File: src/rtl/keypad_pkg.sv
// Shared definitions for the matrix keypad scanner: key legend, code width
// helper and the event record carried to the game logic.
package keypad_pkg;

  // Widest key code any legal geometry can need (8x8 keys -> 6 bits).
  localparam int CODE_MAX_W = 6;

  // Legend for a 4x4 pad, row-major, nibble i = code of key i:
  //   1 2 3 A / 4 5 6 B / 7 8 9 C / E(*) 0 F(#) D
  localparam logic [63:0] HEX_LEGEND = 64'hDF0E_C987_B654_A321;

  // Press/release event as seen by the consumer (code zero-extended).
  typedef struct packed {
    logic                  pressed;
    logic [CODE_MAX_W-1:0] code;
  } key_event_t;

  // Code width: enough for row*COLS+col, never narrower than a hex digit.
  function automatic int code_w(input int rows, input int cols);
    int w;
    w = $clog2(rows * cols);
    return (w < 4) ? 4 : w;
  endfunction

endpackage

File: src/rtl/keypad_scanner_sync_fifo.sv
// Small first-word-fall-through FIFO. The head word is presented while the
// FIFO is non-empty; a write into a full FIFO is accepted only when a read
// frees a slot in the same cycle.
module sync_fifo #(
  parameter int DEPTH = 4,
  parameter int WIDTH = 8
) (
  input  logic             clk,
  input  logic             rst,
  input  logic             wr_en,
  input  logic [WIDTH-1:0] wr_data,
  input  logic             rd_en,
  output logic [WIDTH-1:0] rd_data,
  output logic             full,
  output logic             empty
);

  localparam int AW = $clog2(DEPTH);

  logic [WIDTH-1:0] mem [DEPTH];
  logic [AW:0]      wr_ptr;
  logic [AW:0]      rd_ptr;
  logic             do_wr;
  logic             do_rd;

  assign empty   = (wr_ptr == rd_ptr);
  assign full    = (wr_ptr[AW] != rd_ptr[AW]) && (wr_ptr[AW-1:0] == rd_ptr[AW-1:0]);
  assign do_rd   = rd_en & ~empty;
  assign do_wr   = wr_en & (~full | do_rd);
  assign rd_data = mem[rd_ptr[AW-1:0]];

  // Storage array; contents are only meaningful between the pointers.
  always_ff @(posedge clk) begin
    if (do_wr) mem[wr_ptr[AW-1:0]] <= wr_data;
  end

  // Read/write pointers with an extra wrap bit to tell full from empty.
  always_ff @(posedge clk or posedge rst) begin
    if (rst) begin
      wr_ptr <= '0;
      rd_ptr <= '0;
    end else begin
      if (do_wr) wr_ptr <= wr_ptr + (AW+1)'(1);
      if (do_rd) rd_ptr <= rd_ptr + (AW+1)'(1);
    end
  end

endmodule

File: src/rtl/keypad_scanner.sv
// Matrix keypad scanner: walks an active-low row strobe, samples the
// synchronised column lines once per row slot, debounces each key on its
// own, and queues press/release events for the consumer.
module keypad_scanner
  import keypad_pkg::*;
#(
  parameter int ROWS     = 4,
  parameter int COLS     = 4,
  parameter int SCAN_DIV = 512,
  parameter int DEBOUNCE = 4,
  parameter int FIFO_D   = 4,
  parameter int MAP_HEX  = 1,
  localparam int CODE_W  = code_w(ROWS, COLS)
) (
  input  logic                 clk,
  input  logic                 rst,
  input  logic [COLS-1:0]      cols,
  output logic [ROWS-1:0]      rows,
  output logic [ROWS*COLS-1:0] key_state,
  output logic                 ev_valid,
  input  logic                 ev_ready,
  output logic                 ev_pressed,
  output logic [CODE_W-1:0]    ev_code,
  output logic                 overflow,
  input  logic                 overflow_clr
);

  localparam int NKEYS = ROWS * COLS;
  localparam int CNT_W = (SCAN_DIV > 1) ? $clog2(SCAN_DIV) : 1;
  localparam int ROW_W = $clog2(ROWS);
  localparam int COL_W = $clog2(COLS);
  localparam int KEY_W = $clog2(NKEYS);
  localparam int EV_W  = 1 + CODE_W;

  logic [CNT_W-1:0] scan_cnt;
  logic [ROW_W-1:0] row_sel;
  logic [ROW_W-1:0] row_nxt;
  logic             scan_end;
  logic [COLS-1:0]  sync1;
  logic [COLS-1:0]  sync2;
  logic [COLS-1:0]  sample;
  logic [3:0]       db_cnt [NKEYS];
  logic [COLS-1:0]  pending;
  logic [COLS-1:0]  iss_onehot;
  logic             iss_valid;
  logic [COL_W-1:0] iss_col;
  logic [ROW_W-1:0] ev_row;
  logic [KEY_W-1:0] key_idx;
  logic             new_pressed;
  logic [CODE_W-1:0] new_code;
  logic [EV_W-1:0]  head;
  logic             fifo_full;
  logic             fifo_empty;
  logic             pop;
  logic             drop;

  assign scan_end   = (scan_cnt == CNT_W'(SCAN_DIV - 1));
  assign sample     = ~sync2;
  assign iss_valid  = |pending;
  assign iss_onehot = pending & (~pending + COLS'(1));

  // Next row: advance on the last cycle of the slot, wrapping after the last row.
  always_comb begin
    row_nxt = row_sel;
    if (scan_end) row_nxt = (row_sel == ROW_W'(ROWS - 1)) ? '0 : row_sel + ROW_W'(1);
  end

  // Scan timing and row strobe; the strobe follows the row selection on the same edge.
  always_ff @(posedge clk or posedge rst) begin
    if (rst) begin
      scan_cnt <= '0;
      row_sel  <= '0;
      rows     <= '1;
    end else begin
      scan_cnt <= scan_end ? '0 : scan_cnt + CNT_W'(1);
      row_sel  <= row_nxt;
      rows     <= ~(ROWS'(1) << row_nxt);
    end
  end

  // Two-stage synchroniser for the asynchronous column lines (idle = pulled high).
  always_ff @(posedge clk or posedge rst) begin
    if (rst) begin
      sync1 <= '1;
      sync2 <= '1;
    end else begin
      sync1 <= cols;
      sync2 <= sync1;
    end
  end

  // Per-key debounce at the end of each row slot; issued events retire one pending bit per cycle.
  always_ff @(posedge clk or posedge rst) begin
    if (rst) begin
      key_state <= '0;
      pending   <= '0;
      ev_row    <= '0;
      for (int k = 0; k < NKEYS; k++) db_cnt[k] <= '0;
    end else if (scan_end) begin
      ev_row <= row_sel;
      for (int k = 0; k < NKEYS; k++) begin
        if (k / COLS == int'(row_sel)) begin
          if (sample[k % COLS] == key_state[k]) begin
            db_cnt[k] <= '0;
          end else if (db_cnt[k] == 4'(DEBOUNCE - 1)) begin
            key_state[k]       <= ~key_state[k];
            db_cnt[k]          <= '0;
            pending[k % COLS]  <= 1'b1;
          end else begin
            db_cnt[k] <= db_cnt[k] + 4'd1;
          end
        end
      end
    end else begin
      pending <= pending & ~iss_onehot;
    end
  end

  // Serialiser: lowest pending column of the row just sampled forms the next event.
  always_comb begin
    iss_col = '0;
    for (int c = COLS - 1; c >= 0; c--) begin
      if (pending[c]) iss_col = COL_W'(c);
    end
    key_idx     = KEY_W'(int'(ev_row) * COLS + int'(iss_col));
    new_pressed = key_state[key_idx];
    if (MAP_HEX != 0) new_code = CODE_W'(HEX_LEGEND[4 * int'(key_idx) +: 4]);
    else              new_code = CODE_W'(key_idx);
  end

  sync_fifo #(
    .DEPTH (FIFO_D),
    .WIDTH (EV_W)
  ) u_fifo (
    .clk     (clk),
    .rst     (rst),
    .wr_en   (iss_valid),
    .wr_data ({new_pressed, new_code}),
    .rd_en   (ev_ready),
    .rd_data (head),
    .full    (fifo_full),
    .empty   (fifo_empty)
  );

  assign ev_valid = ~fifo_empty;
  assign pop      = ev_valid & ev_ready;
  assign drop     = iss_valid & fifo_full & ~pop;
  assign {ev_pressed, ev_code} = ev_valid ? head : '0;

  // Sticky overflow flag; a drop in the same cycle wins over the clear.
  always_ff @(posedge clk or posedge rst) begin
    if (rst)               overflow <= 1'b0;
    else if (drop)         overflow <= 1'b1;
    else if (overflow_clr) overflow <= 1'b0;
  end

endmodule

File: config.mk
export PLATFORM = sky130hd
export DESIGN_NAME = keypad_scanner
export DESIGN_NICKNAME = d
export VERILOG_FILES = /design/src/rtl/keypad_pkg.sv /design/src/rtl/keypad_scanner_sync_fifo.sv /design/src/rtl/keypad_scanner.sv
export SDC_FILE = /design/constraint.sdc
export NUM_CORES = 1
export LEC_CHECK = 0
export ABC_AREA = 1
export ABC_CLOCK_PERIOD_IN_PS = 3400
export CAP_MARGIN = 40
export CORE_MARGIN = 2
export CORE_UTILIZATION = 40
export DETAILED_ROUTE_END_ITERATION = 8
export HOLD_SLACK_MARGIN = 0.03
export PLACE_DENSITY_LB_ADDON = 0.12
export SETUP_SLACK_MARGIN = 0.1
export SYNTH_ARGS = -nofsm -noshare
export SYNTH_HDL_FRONTEND = slang
export SYNTH_HIERARCHICAL = 1
export SYNTH_SLANG_ARGS = --single-unit
File: constraint.sdc
create_clock -name clk -period 3.4 [get_ports clk]
set_input_delay 0.51 -clock clk [delete_from_list [all_inputs] [get_ports clk]]
set_output_delay 0.51 -clock clk [all_outputs]
set_load 0.01 [all_outputs]
# Word-level counts from Yosys, hierarchy flattened
# Memory sizes are Yosys's and may differ from the RTL's.
# Index checks and enable logic that the tools add are counted.
# word_totals
reg_bits	116
mem_bits_rw	20
inputBits	8
out_inout_bits	27
word_cells	273
memories	1
# classes
n_addsub	22
n_lt_le_gt_ge	1
n_eq_ne	40
shifts	2
n_mux	95
n_bitwise	46
reduce_logical	24
# memory_table
name	depth	word_bits	rd	rd_ports_with_merged_regs	write_ports	line_no	source
u_fifo.mem	4	5	1	0	1	keypad_scanner_sync_fifo.sv:20	logic [WIDTH-1:0] mem [DEPTH];
# ops
operator	n
$mux 4	33
$add 4x1->4 const B	17
$eq 4x2->1 const B	16
$reduce_and 4->1	16
$shiftx 64x7->4 const A	1
$mux 1	53
$not 1->1	35
$eq 1x1->1	16
$not 4->4	4
$mux 2	6
$add 9x1->9 const B	1
$eq 9x9->1 const B	1
$mux 9	1
$and 4x4->4	2
$reduce_and 2->1	4
$add 3x1->3 const B	2
$lt 4x5->1 const B	1
$mux 5	1
$add 4x2->4	1
$and 1x1->1	4
$bmux 1 s4	1
$eq 2x2->1 const A	2
$reduce_or 4->1	1
$shl 1x2->4 const A	1
other kinds (10)	10

# Depth between registers and ports, before layout
# Gate-level depths: netlist of run 1.
# depth
depth_word	14
ltp_mapped	15
depth_no_buf	14

# Cells and area by module
# The synthesis of run 1 kept the hierarchy.
# modules_own_cells
mod	n_inst	cells_each	area_each_um2	seq_area_each_um2
keypad_scanner	1	629	5650.4	2767.7
sync_fifo	1	109	1198.6	750.7

# Worst setup path before layout of run 1
# OpenSTA, ideal clock, no wires.
# synth_timing
kind	flip-flop to flip-flop
startpoint	reg scan_cnt[0]
endpoint	reg key_state[15]
setup_time_ns	0.125
t_arrival_ns	1.856
required_ns	3.275
path_slack_ns	1.420
stages_incl_launch_ff	16
path_buffers	1
period_less_slack_ns	1.980
cell_sequence	dfrtp_1 ha_1 nand2_1 inv_1 nand3_1 nor2_1 nand2_1 nor2_1 ha_1 nand2_2 inv_2 buf_6 o21ai_2 a21oi_2 nand2_1 xor2_1
# synth_via
elab_chain_cells	2
# synth_lines
item	line_no	source
start, declared	keypad_scanner.sv:35	logic [CNT_W-1:0] scan_cnt;
start signal, assigned	keypad_scanner.sv:75	scan_cnt <= scan_end ? '0 : scan_cnt + CNT_W'(1);
$eq 9x9->1	keypad_scanner.sv:57	assign scan_end = (scan_cnt == CNT_W'(SCAN_DIV - 1));
$reduce_and 4->1 (no source line)	--	
end signal, assigned by index	keypad_scanner.sv:106	key_state[k] <= ~key_state[k];
end, declared	keypad_scanner.sv:19	output logic [ROWS*COLS-1:0] key_state,
# No other way between the ends.
# A chain may end at the register's enable or synchronous reset.

# Worst setup path after layout of run 1
# layout_timing
startpoint	reg u_fifo.rd_ptr[0]
endpoint	out ev_code[3]
# layout_via
elab_chain_cells	2
elab_cells_between_ends	3
classes_between	1 x eq/ne; 1 x mux; 1 x memory
# layout_lines
item	line_no	source
start, declared	keypad_scanner_sync_fifo.sv:22	logic [AW:0] rd_ptr;
start signal, assigned	keypad_scanner_sync_fifo.sv:44	if (do_rd) rd_ptr <= rd_ptr + (AW+1)'(1);
$mem_v2 4x5	--	
net head[3]	keypad_scanner.sv:51	logic [EV_W-1:0] head;
$mux 5	keypad_scanner.sv:148	assign {ev_pressed, ev_code} = ev_valid ? head : '0;
end, declared	keypad_scanner.sv:23	output logic [CODE_W-1:0] ev_code,
# The timed path passes the listed nets, and every way through them passes these cells.

==> run summary, run 1 <==
Vias -> 5062
GRT Overall Usage -> 0.170
Antenna viol nets, final -> 0
IO Count -> 35
Worst EP required -> 2.89 ns
Filler cell count in the final layout -> 1548
Clock Path Buffers -> 2
Setup_tns -> 0 ns
Highest clock rate -> 0.357 GHz
Main synth FF type -> dfrtp_1
Status -> finished clean
Hold_buf cts -> 0
Number of global-route vias before repair -> 5056
Mapped cell area -> 6850 um2
Commonest non-fill, non-tap cells in the layout -> nand2_1, dfrtp_1, inv_1
Final critical-path share of the clock period -> 0.823
Max_cap viols -> 0
Pins over their slew limit -> 0
CORE AREA -> 16600 um2
Tmin final -> 2.80 ns
Fin util -> 0.479
#FFs+latches synth -> 136
Worst slew pin tran -> 0.775 ns
Leak -> 3.61 nW
Launching element type of the critical path -> register
DR pass1 iterations -> 5
GRT Residual Overflow -> 0
Mapped Cells -> 738
DP HPWL -> 10300 um
Antenna Cells -> 0
Antenna violations before repair -> 0
Cell Pwr Density -> 438 nW/um2
Clk sinks -> 136
Worst Path Buf+Inv -> 3
CP max stage delay -> 0.65 ns
Ys async rst share -> 0.853
Vias per inst -> 5.01
GP Congestion -> 0.855
Worst Hold Class -> register to register
Sequential-to-total area share from yosys stat -> 0.514
Critical-path cell list -> inv_1 -> o21ai_0 -> o22ai_1 -> inv_1 -> nor2_1 -> clkdlybuf4s50_1
Cell family with most CP delay -> buffers and inverters
CTS tree -> built
First-pass GRT wire length -> 24300 um
Post-cts resize count -> 0
Clock transition at path regs -> 0.06 ns
IO Port Bufs -> 34
Largest fanout on the critical path -> 14
Initial core utilization -> 0.412
Clock buffer count from CTS -> 17
Mapped Avg Cell Area -> 9.28 um2
Skew final -> 0.00776 ns
Share of layout cells above drive strength 1 -> 0.0999
WP data arrival -> 2.29 ns
Final nets -> 819
Net Count, Synth -> 779
Synth warn -> 6
Placement Rows -> 47
Die Span X -> 135 um
CP max stage cell -> dfrtp_1
DRT iter0 DRCs -> 205
Final wirelength -> 14400 um
Synth cell types -> 39
Critical Path Sink Type -> primary output
Worst skew pair latency -> 0.42 ns
Root buf cell -> clkbuf_16
Htree depth -> 4
Commonest non-fill, non-tap cell in the layout -> nand2_1
Largest net degree at the start of global routing -> 55
Critical path class -> register to primary output
RSZ-0062 raised after global routing -> false
Fin. Hold Viols -> 0
Drt wl/cell -> 14.3 um
Final Setup Violations -> 0
Layout area overhead -> 16.5%
Slew margin rel. -> 0.483
DIE AREA -> 18200 um2
CP most frequent cell -> inv_1
Post-CTS Setup Inserts -> 0
Number of flops mapped to enable cells by yosys -> 20
Die Ht -> 135 um
Max VDD drop -> 0.323 mV
DR DRC count -> 0
==> path summary, 6_finish.rpt <==
kind | start | slack (ns) | endpoint | cells past startpoint
worst max-delay path | u_fifo/rd_ptr[0] | 0.60 | ev_code[3] | 6
min in group asynchronous | rst | 0.41 | u_fifo/rd_ptr[2] | 2
worst min register to register | sync1[3] | 0.36 | sync2[3] | 0
max in group asynchronous | rst | 1.97 | rows[0] | 3
worst max register to register | scan_cnt[0] | 0.83 | key_state[12] | 14
worst min-delay path | sync1[3] | 0.36 | sync2[3] | 0
==> state kept, by name, summed over array words and instances, names as in the netlist <==
name	flops
db_cnt	64
u_fifo/mem	20
key_state	16
scan_cnt	9
pending	4
rows	4
sync1	4
sync2	4
u_fifo/rd_ptr	3
u_fifo/wr_ptr	3
ev_row	2
row_sel	2
overflow	1
==> power by group <==
group,internal [mW],switching (mW)
clock network,1.09,0.684
logic,0.0159,0.0383
registers,1.66,0.0103
==> stage by stage <==
step           worst slack [ns]  std cells  instance area [um2]  hold WS (ns)  total power [mW]
2_1_floorplan              1.42        738                 6850         0.301              1.73
3_3_place_gp              0.941        979                 7400         0.345              1.75
3_5_place_dp              0.829        979                 7400         0.347              1.75
4_1_cts                   0.576       1011                 7980         0.356              3.54
5_1_grt                   0.401       1011                 7980         0.361              3.61
6_report                  0.602       1011                 7980         0.355              3.49
==> synthesized netlist by cell type (2+ instances only) <==
cell / n / area share
nand3_1: 68 / 0.050
dfstp_2: 12 / 0.046
buf_6: 3 / 0.0049
a221oi_1: 4 / 0.0051
o22ai_1: 14 / 0.013
edfxtp_1: 20 / 0.088
nand2_2: 4 / 0.0037
nand2_4: 5 / 0.0082
o21ai_1: 15 / 0.011
inv_1: 70 / 0.038
ha_1: 33 / 0.060
a21oi_1: 15 / 0.011
a21oi_2: 2 / 0.0026
o21ai_2: 2 / 0.0026
xnor2_1: 16 / 0.020
nand2_1: 135 / 0.074
dfrtp_1: 104 / 0.38
nor3_1: 11 / 0.0080
buf_4: 2 / 0.0022
xor2_1: 31 / 0.040
nor2_2: 4 / 0.0037
a211oi_1: 3 / 0.0033
a211oi_2: 2 / 0.0037
or2_2: 2 / 0.0018
inv_2: 8 / 0.0044
nor2_1: 60 / 0.033
a31oi_1: 3 / 0.0027
buf_2: 9 / 0.0066
nand4_1: 3 / 0.0027
o21ai_0: 53 / 0.039
nand3b_1: 11 / 0.012
a22o_1: 7 / 0.0090
==> cells by family after synthesis <==
group,Yosys count,synth area share
and+or+nand+nor,307,0.204
DFF,136,0.514
AOI/OAI and AO/OA,120,0.102
buffers and inverters,94,0.0575
xor gates and xnor gates,48,0.0625
adders and majority gates,33,0.0603
==> routing by layer <==
metal  vias to the layer above  global-route usage  part of all wire
met5                         -                   0                 0
met4                         0              0.0661             0.012
met1                      2447               0.220              0.47
li1                       2539                   -                 -
met3                        14              0.0379             0.028
met2                        62               0.280              0.49
==> layout make-up <==
class                           instances  area (um2)  share of cell area
Tap cell                              220         275              0.0345
Multi-Input combinational cell        508        2940               0.368
Clock inverter                         10        88.8              0.0111
Sequential cell                       136        3520               0.441
Timing Repair Buffer                   37         375              0.0471
Clock buffer                           22         485              0.0609
Inverter                               78         297              0.0372
Power figures use the tool's default switching activity.
==> run 2, diff against run 1 <==
--- a/config.mk
+++ b/config.mk
@@ -6,7 +6,7 @@
 export NUM_CORES = 1
 export LEC_CHECK = 0
 export ABC_AREA = 1
-export ABC_CLOCK_PERIOD_IN_PS = 3400
+export ABC_CLOCK_PERIOD_IN_PS = 2700
 export CAP_MARGIN = 40
 export CORE_MARGIN = 2
 export CORE_UTILIZATION = 40
==> constraint.sdc (replaced) <==
create_clock -name clk -period 2.7 [get_ports clk]
set_input_delay 0.405 -clock clk [delete_from_list [all_inputs] [get_ports clk]]
set_output_delay 0.405 -clock clk [all_outputs]
set_load 0.01 [all_outputs]
==> run summary, run 2 (synthesis results as in run 1) <==
Status -> finished clean
Share of layout cells above drive strength 1 -> 0.115
Htree depth -> 4
IO Count -> 35
DIE AREA -> 18200 um2
Non-Filler Instances -> 1013
DRT iter0 DRCs -> 234
Antenna Cells -> 0
Vias -> 5137
GRT Overall Usage -> 0.177
Skew final -> 0.00647 ns
Tmin final -> 2.44 ns
Clock Path Buffers -> 2
Reg-to-Reg Start -> scan_cnt[0]
Worst EP required -> 2.30 ns
RR Endpoint -> key_state[8]
Cell Pwr Density -> 560 nW/um2
Final critical-path share of the clock period -> 0.905
Final wirelength -> 14800 um
Clk sinks -> 136
CORE AREA -> 16600 um2
Launching element type of the critical path -> register
Worst Slack Setup Final -> 0.257 ns
Cells after DPL -> 980
Slew margin rel. -> 0.656
Pwr Total -> 4.52 mW
IO Port Bufs -> 34
Place WS -> 0.221 ns
Worst skew pair latency -> 0.42 ns
DP HPWL -> 10600 um
Hold_buf cts -> 0
RSZ-0062 raised after global routing -> false
GP Congestion -> 0.803
Highest clock rate -> 0.409 GHz
Fin util -> 0.485
Final Setup Violations -> 0
Worst slew pin tran -> 0.512 ns
R2R Setup Slk -> 0.41 ns
Vias per inst -> 5.07
Largest register FFs -> 64
CTS tree -> built
Leak -> 3.63 nW
Setup_tns -> 0 ns
Fin. Hold Viols -> 0
Die Span X -> 135 um
Pins over their slew limit -> 0
Clock transition at path regs -> 0.06 ns
Layout area overhead -> 17.8%
Commonest non-fill, non-tap cell in the layout -> nand2_1
First-pass GRT wire length -> 25200 um
Max_cap viols -> 0
Drt wl/cell -> 14.6 um
Max VDD drop -> 0.415 mV
Clock buffer count from CTS -> 17
Die Ht -> 135 um
Top reg by flops -> db_cnt
Final nets -> 821
Critical path class -> register to primary output
GRT Residual Overflow -> 0
Largest fanout on the critical path -> 14
Commonest non-fill, non-tap cells in the layout -> nand2_1, dfrtp_1, nand3_1
Critical Path Sink Type -> primary output
DR pass1 iterations -> 4
Number of global-route vias before repair -> 5079
Largest net degree at the start of global routing -> 58
Initial core utilization -> 0.412
Antenna viol nets, final -> 0
Placement Rows -> 47
Worst Hold Class -> input port to asynchronous set/reset pin
R2R depth -> 13
WP data arrival -> 2.04 ns
Antenna violations before repair -> 0
Root buf cell -> clkbuf_16
DR DRC count -> 0
[run 2: per-layer routing]
metal  track usage  vias to the layer above  part of all wire
met5             0                        -                 0
met4        0.0585                        0             0.017
met3        0.0439                       21             0.036
met2         0.282                       84              0.47
met1         0.238                     2480              0.48
li1              -                     2552                 -
[run 2: cell type report]
| cell class | count | area (um2) |
|---|---|---|
| fillers | 1536 | 8570 |
| flip-flops and latches | 136 | 3520 |
| multi-input cells | 508 | 2950 |
| clock buffers | 19 | 454 |
| repair buffers | 39 | 410 |
| inverters | 78 | 309 |
| well taps | 220 | 275 |
| clock inverters | 13 | 144 |
[run 2: critical path, stage by stage (launching register included)]
cell	delay (ns)
dfrtp_2	0.51
inv_2	0.19
o21ai_0	0.11
o22ai_1	0.14
inv_1	0.05
nor2_1	0.08
clkdlybuf4s50_1	0.54
[run 2: timing repair]
action	in CTS	in global routing
endpoints found under the setup margin	6	51
endpoints found under the hold margin	0	0
pin swaps	1	0
setup buffers	1	0
resized for setup	1	17
[run 2: power by group]
part	internal [mW]	total, mW	switching, mW
logic	0.0221	0.0715	0.0495
clock network	1.42	2.35	0.923
registers	2.09	2.10	0.0127
[run 2: through the flow]
stage / instance area (um2) / hold slack (ns)
after floorplan: 6850 / 0.196
after global placement: 7420 / 0.345
after detailed placement: 7420 / 0.347
after CTS: 8030 / 0.288
after global routing: 8070 / 0.317
final: 8070 / 0.293
[run 2: how the worst max path moves through the flow]
stage | endpoint | start | slack (ns)
6_report | ev_code[2] | u_fifo/rd_ptr[0] | 0.26
5_1_grt | ev_code[3] | u_fifo/rd_ptr[0] | 0.12
4_1_cts | ev_valid | u_fifo/rd_ptr[0] | 0.11
3_5_place_dp | db_cnt[56] | scan_cnt[0] | 0.22
3_3_place_gp | key_state[8] | scan_cnt[0] | 0.32
2_1_floorplan | key_state[15] | scan_cnt[0] | 0.72
==> RTL change 1 (flow settings as in run 1) <==
Set the parameter `MAP_HEX` to 0 (it was 1).
--- a/src/rtl/keypad_scanner.sv
+++ b/src/rtl/keypad_scanner.sv
@@ -11,3 +11,3 @@
   parameter int FIFO_D   = 4,
-  parameter int MAP_HEX  = 1,
+  parameter int MAP_HEX  = 0,
   localparam int CODE_W  = code_w(ROWS, COLS)
Function: same outputs for any inputs over 10 cycles, from zero or initial values and one cycle with rst high; that may be too few to reach the edited logic, so the function may still have changed.
==> RTL change 1 against run 1 <==
Total power up 8.7%. Clock skew up 1.5 ps. Wire length decreased by 2.9%. Sequential cell count is the same. Worst setup slack better by 15 ps. Design area is 0.61% lower. Core utilization increased by 0.22 points. Global-route usage down 0.052 points. Synthesized area down 2.1%. Clock power grew 17%.
==> RTL change 1: results (changes against run 1) <==
- Fraction of the mapped netlist area in compound gates: 9.49% (-0.74 points)
- Maximum VDD drop: 0.368 mV (+14%)
- Synthesized Nets: 767 (-1.5%)
- Arr. time, crit path: 2270 ps (-20 ps)
- Destination of the critical timing path: ev_code[2]
- Outcome: finished, final reports clean
- XOR/XNOR share of the synthesized area: 5.99% (-0.26 points)
- Number of cells in the design after placement: 972 (-0.72%)
- End of the worst register-to-register path: db_cnt[50]
- Slowest cell delay on critical path: 630 ps (-20 ps)
- Non-filler instance count after layout: 1,004 (-0.69%)
- Switching Fraction: 19.6% (-1.4 points)
- Drt wl/cell: 13.9 µm (-2.2%)
- Dpl ws: 655 ps (-174 ps)
- Yosys cell types: 38 (-2.6%)
- Reg2Reg Setup Slack: 670 ps (-160 ps)
- Placer Congestion: 0.845 (-1.2%)
- Clock group: 0.00207 W (+17%)
- Slew headroom: 58.4% (+10 points)
- Clock skew: 9.28 ps (+1.52 ps)
- Worst hold stages: 0 (unchanged)
- Top cells by instance count after synthesis: nand2_1, dfrtp_1, inv_1, nand3_1, nor2_1
- Crit-path max FO: 14 (unchanged)
- Share of power burned in registers: 43.9% (-3.8 points)
- Reported leakage power: 3.65 nW (+0.87%)
- Sequential element share of the synthesized area: 52.5% (+1.1 points)
- Clk network pwr share: 54.6% (+3.9 points)
- First-iteration detailed-routing DRC count: 265 (+29%)
- Vias after detailed routing: 4,973 (-1.8%)
- Worst slack on hold paths: 358 ps (+2.23 ps)
- Worst Hold Endpoint: sync2[0]
- Fraction of final layout cells with drive strength greater than 1: 9.82% (-0.17 points)
- Leading post-synthesis cells by cell area: dfrtp_1, edfxtp_1, nand2_1, nand3_1, ha_1
- HP Start: sync1[0]
- Pin count of the biggest net entering global routing: 111 (+100%)
- HPWL after detailed placement: 9860 µm (-4.3%)
- DR pass1 iterations: 5 (unchanged)
- Adder and majority gate portion of the synthesized area: 5.04% (-0.99 points)
- Number of warning messages in the yosys log: 6 (unchanged)
RTL change 1: cell count changes after synthesis, moves of 3 or more:
cell / change
nor3_1: -4
o21ai_0: -26
nand3_1: +8
ha_1: -6
a22o_1: -4
xor2_1: -4
a211oi_1: +3
inv_2: +4
nor2_1: -5
inv_1: +8
nand2_1: +5
o21ai_1: +20
RTL change 1: cell families after synthesis:
| family | Yosys count |
|---|---|
| xor+xnor | 45 |
| simple gates | 306 |
| flops | 136 |
| compound gates | 111 |
| buf+inv | 107 |
| fa+ha+maj | 27 |
RTL change 1: layout make-up:
cell class,instances,area (µm²)
sequential,136,3520
tap,220,275
multi-input combinational,489,2750
clock inverter,11,191
inverter,90,342
timing repair buffer,37,375
clock buffer,21,480
fill,1530,8540
RTL change 1: routing by layer:
metal | up-vias | global-route usage (%) | wire (µm)
met5 | - | 0 | 0
met4 | 0 | 4.91 | 157
met3 | 12 | 4.95 | 590
met2 | 92 | 26.7 | 6510
met1 | 2364 | 23.0 | 6740
li1 | 2505 | - | -
==> RTL change 2 (config.mk and constraints of run 1) <==
Without the edit above. Reset style: synchronous (`rst`), changed in 5 clocked blocks. Comments in the files are not updated.
--- a/src/rtl/keypad_scanner_sync_fifo.sv
+++ b/src/rtl/keypad_scanner_sync_fifo.sv
@@ -37,3 +37,3 @@
   // Read/write pointers with an extra wrap bit to tell full from empty.
-  always_ff @(posedge clk or posedge rst) begin
+  always_ff @(posedge clk) begin
     if (rst) begin
--- a/src/rtl/keypad_scanner.sv
+++ b/src/rtl/keypad_scanner.sv
@@ -68,3 +68,3 @@
   // Scan timing and row strobe; the strobe follows the row selection on the same edge.
-  always_ff @(posedge clk or posedge rst) begin
+  always_ff @(posedge clk) begin
     if (rst) begin
@@ -81,3 +81,3 @@
   // Two-stage synchroniser for the asynchronous column lines (idle = pulled high).
-  always_ff @(posedge clk or posedge rst) begin
+  always_ff @(posedge clk) begin
     if (rst) begin
@@ -92,3 +92,3 @@
   // Per-key debounce at the end of each row slot; issued events retire one pending bit per cycle.
-  always_ff @(posedge clk or posedge rst) begin
+  always_ff @(posedge clk) begin
     if (rst) begin
@@ -150,3 +150,3 @@
   // Sticky overflow flag; a drop in the same cycle wins over the clear.
-  always_ff @(posedge clk or posedge rst) begin
+  always_ff @(posedge clk) begin
     if (rst)               overflow <= 1'b0;
Check against the original RTL: differs if rst is asserted again (counterexample within 4 cycles, from zero or initial values and one cycle with rst high); with rst held inactive, the same outputs for 10 cycles.
==> RTL change 2 against run 1 <==
First-iteration DRC count up 45%. Core utilization down 0.84 points. Register-to-register slack worse by 40 ps. Critical path depth unchanged. Critical endpoint is now ev_pressed. Synthesized area up 1.7%. Worst setup slack better by 130 ps. Design area up 1.4%. Global-route usage about the same. Wire length up 0.72%. Sequential cell count up 2. Count of clock-buffer cells in the layout down 2. Die area up 1.6%. Clock skew up 2.3 ps.
Power is not compared: it rests on default switching activity, and its combinational part moved more than twofold at a synthesized area within 25%.
==> RTL change 2: results (changes against run 1) <==
- Slew headroom: 52.4% (+4.1 points)
- Logic gate share of total power: 5.3%
- Outcome: finished, final reports clean
- Critical register-to-register path startpoint: scan_cnt[0]
- Post-synth EDFFs: 84 (+320%)
- Placed inst area: 7530 µm² (+1.7%)
- HPWL after detailed placement: 10,800 µm (+4.8%)
- HP Start: sync1[3]
- Drt wl/cell: 13.9 µm (-2.6%)
- Met3 GRT Util: 4.06% (+0.27 points)
- Fraction of the mapped netlist area in compound gates: 6.39% (-3.8 points)
- Number of flip-flops under the largest register name: 64 (unchanged)
- Cell with the largest stage delay on the worst path: dfxtp_1
- Async set-or-reset flop fraction in the synthesized netlist: 0% (-85 points)
- Leading post-synthesis cells by cell area: edfxtp_1, dfxtp_1, nor2_1, ha_1, nand2_1
- Number of cells in the design after placement: 1,013 (+3.5%)
- Total combinational power: 0.000203 W
- Number of buffers added on ports: 34 (unchanged)
- Htree depth: 4 (unchanged)
- Placer Congestion: 0.822 (-3.9%)
- Antenna violations before repair: 0 (unchanged)
- Yosys cell types: 43 (+10%)
- Top flip-flop cell by instance count after synthesis: edfxtp_1
- Clock skew: 10.1 ps (+2.35 ps)
- Sequential element share of the synthesized area: 51.7% (+0.36 points)
- Crit-path max FO: 11 (-3)
- Arr. time, crit path: 2160 ps (-130 ps)
- Pin count of the biggest net entering global routing: 30 (-45%)
- Vias in the first global route: 4,920 (-2.7%)
- Fillcell total: 1,652 (+6.7%)
- Fraction of final layout cells with drive strength greater than 1: 11.5% (+1.5 points)
- Routed met1 length: 6650 µm (-1.6%)
- Synthesized Nets: 805 (+3.3%)
- Routed length on met2: 7210 µm (+2.0%)
- GRT Resource Usage Total: 17.0% (-0.023 points)
- Worst-Skew Late Latency: 420 ps (about the same)
- Slowest cell delay on critical path: 520 ps (-130 ps)
- XOR/XNOR share of the synthesized area: 5.48% (-0.77 points)
- Adder and majority gate portion of the synthesized area: 5.57% (-0.46 points)
- Met2 capacity usage during global routing: 29.4% (+1.4 points)
- Routed met3 length: 438 µm (+6.8%)
- DR pass1 iterations: 4 (-1)
- Number of cells produced by synthesis: 766 (+3.8%)
- Worst hold stages: 1 (+1)
- Cell depth of the worst flop-to-flop path: 10 (-4)
- Global-route wire length before repair: 24,200 µm (-0.54%)
- Total wirelength of the detailed-routed design: 14,500 µm (+0.72%)
- First-iteration detailed-routing DRC count: 298 (+45%)
- Top cells by instance count after synthesis: nor2_1, nand2_1, edfxtp_1, inv_1, nand3_1
RTL change 2: changes by cell type after synthesis, moves of 11 or more:
| cell | delta |
|---|---|
| nor2_1 | +75 |
| edfxtp_1 | +64 |
| dfrtp_1 | -104 |
| dfstp_2 | -12 |
| nand3_1 | -11 |
| inv_1 | +11 |
| o21ai_0 | -24 |
| dfxtp_1 | +54 |
| a21oi_1 | +18 |
| o21ai_1 | -14 |
| nand2_1 | -32 |
| or2_2 | +22 |
RTL change 2: cell type report:
class	count	area, µm²	share of cell area, %
sequential	138	3600	44.5
clock inverter	12	126	1.56
multi-input combinational	521	2920	36.1
inverter	90	340	4.21
tap	225	282	3.48
clock buffer	20	437	5.40
timing repair buffer	39	378	4.67
RTL change 2: worst paths after layout:
check	end	slack, ps
worst max-delay path	ev_pressed	730
worst min-delay path	sync2[3]	410
worst max register to register	db_cnt[1][3]	790
worst min register to register	sync2[3]	410
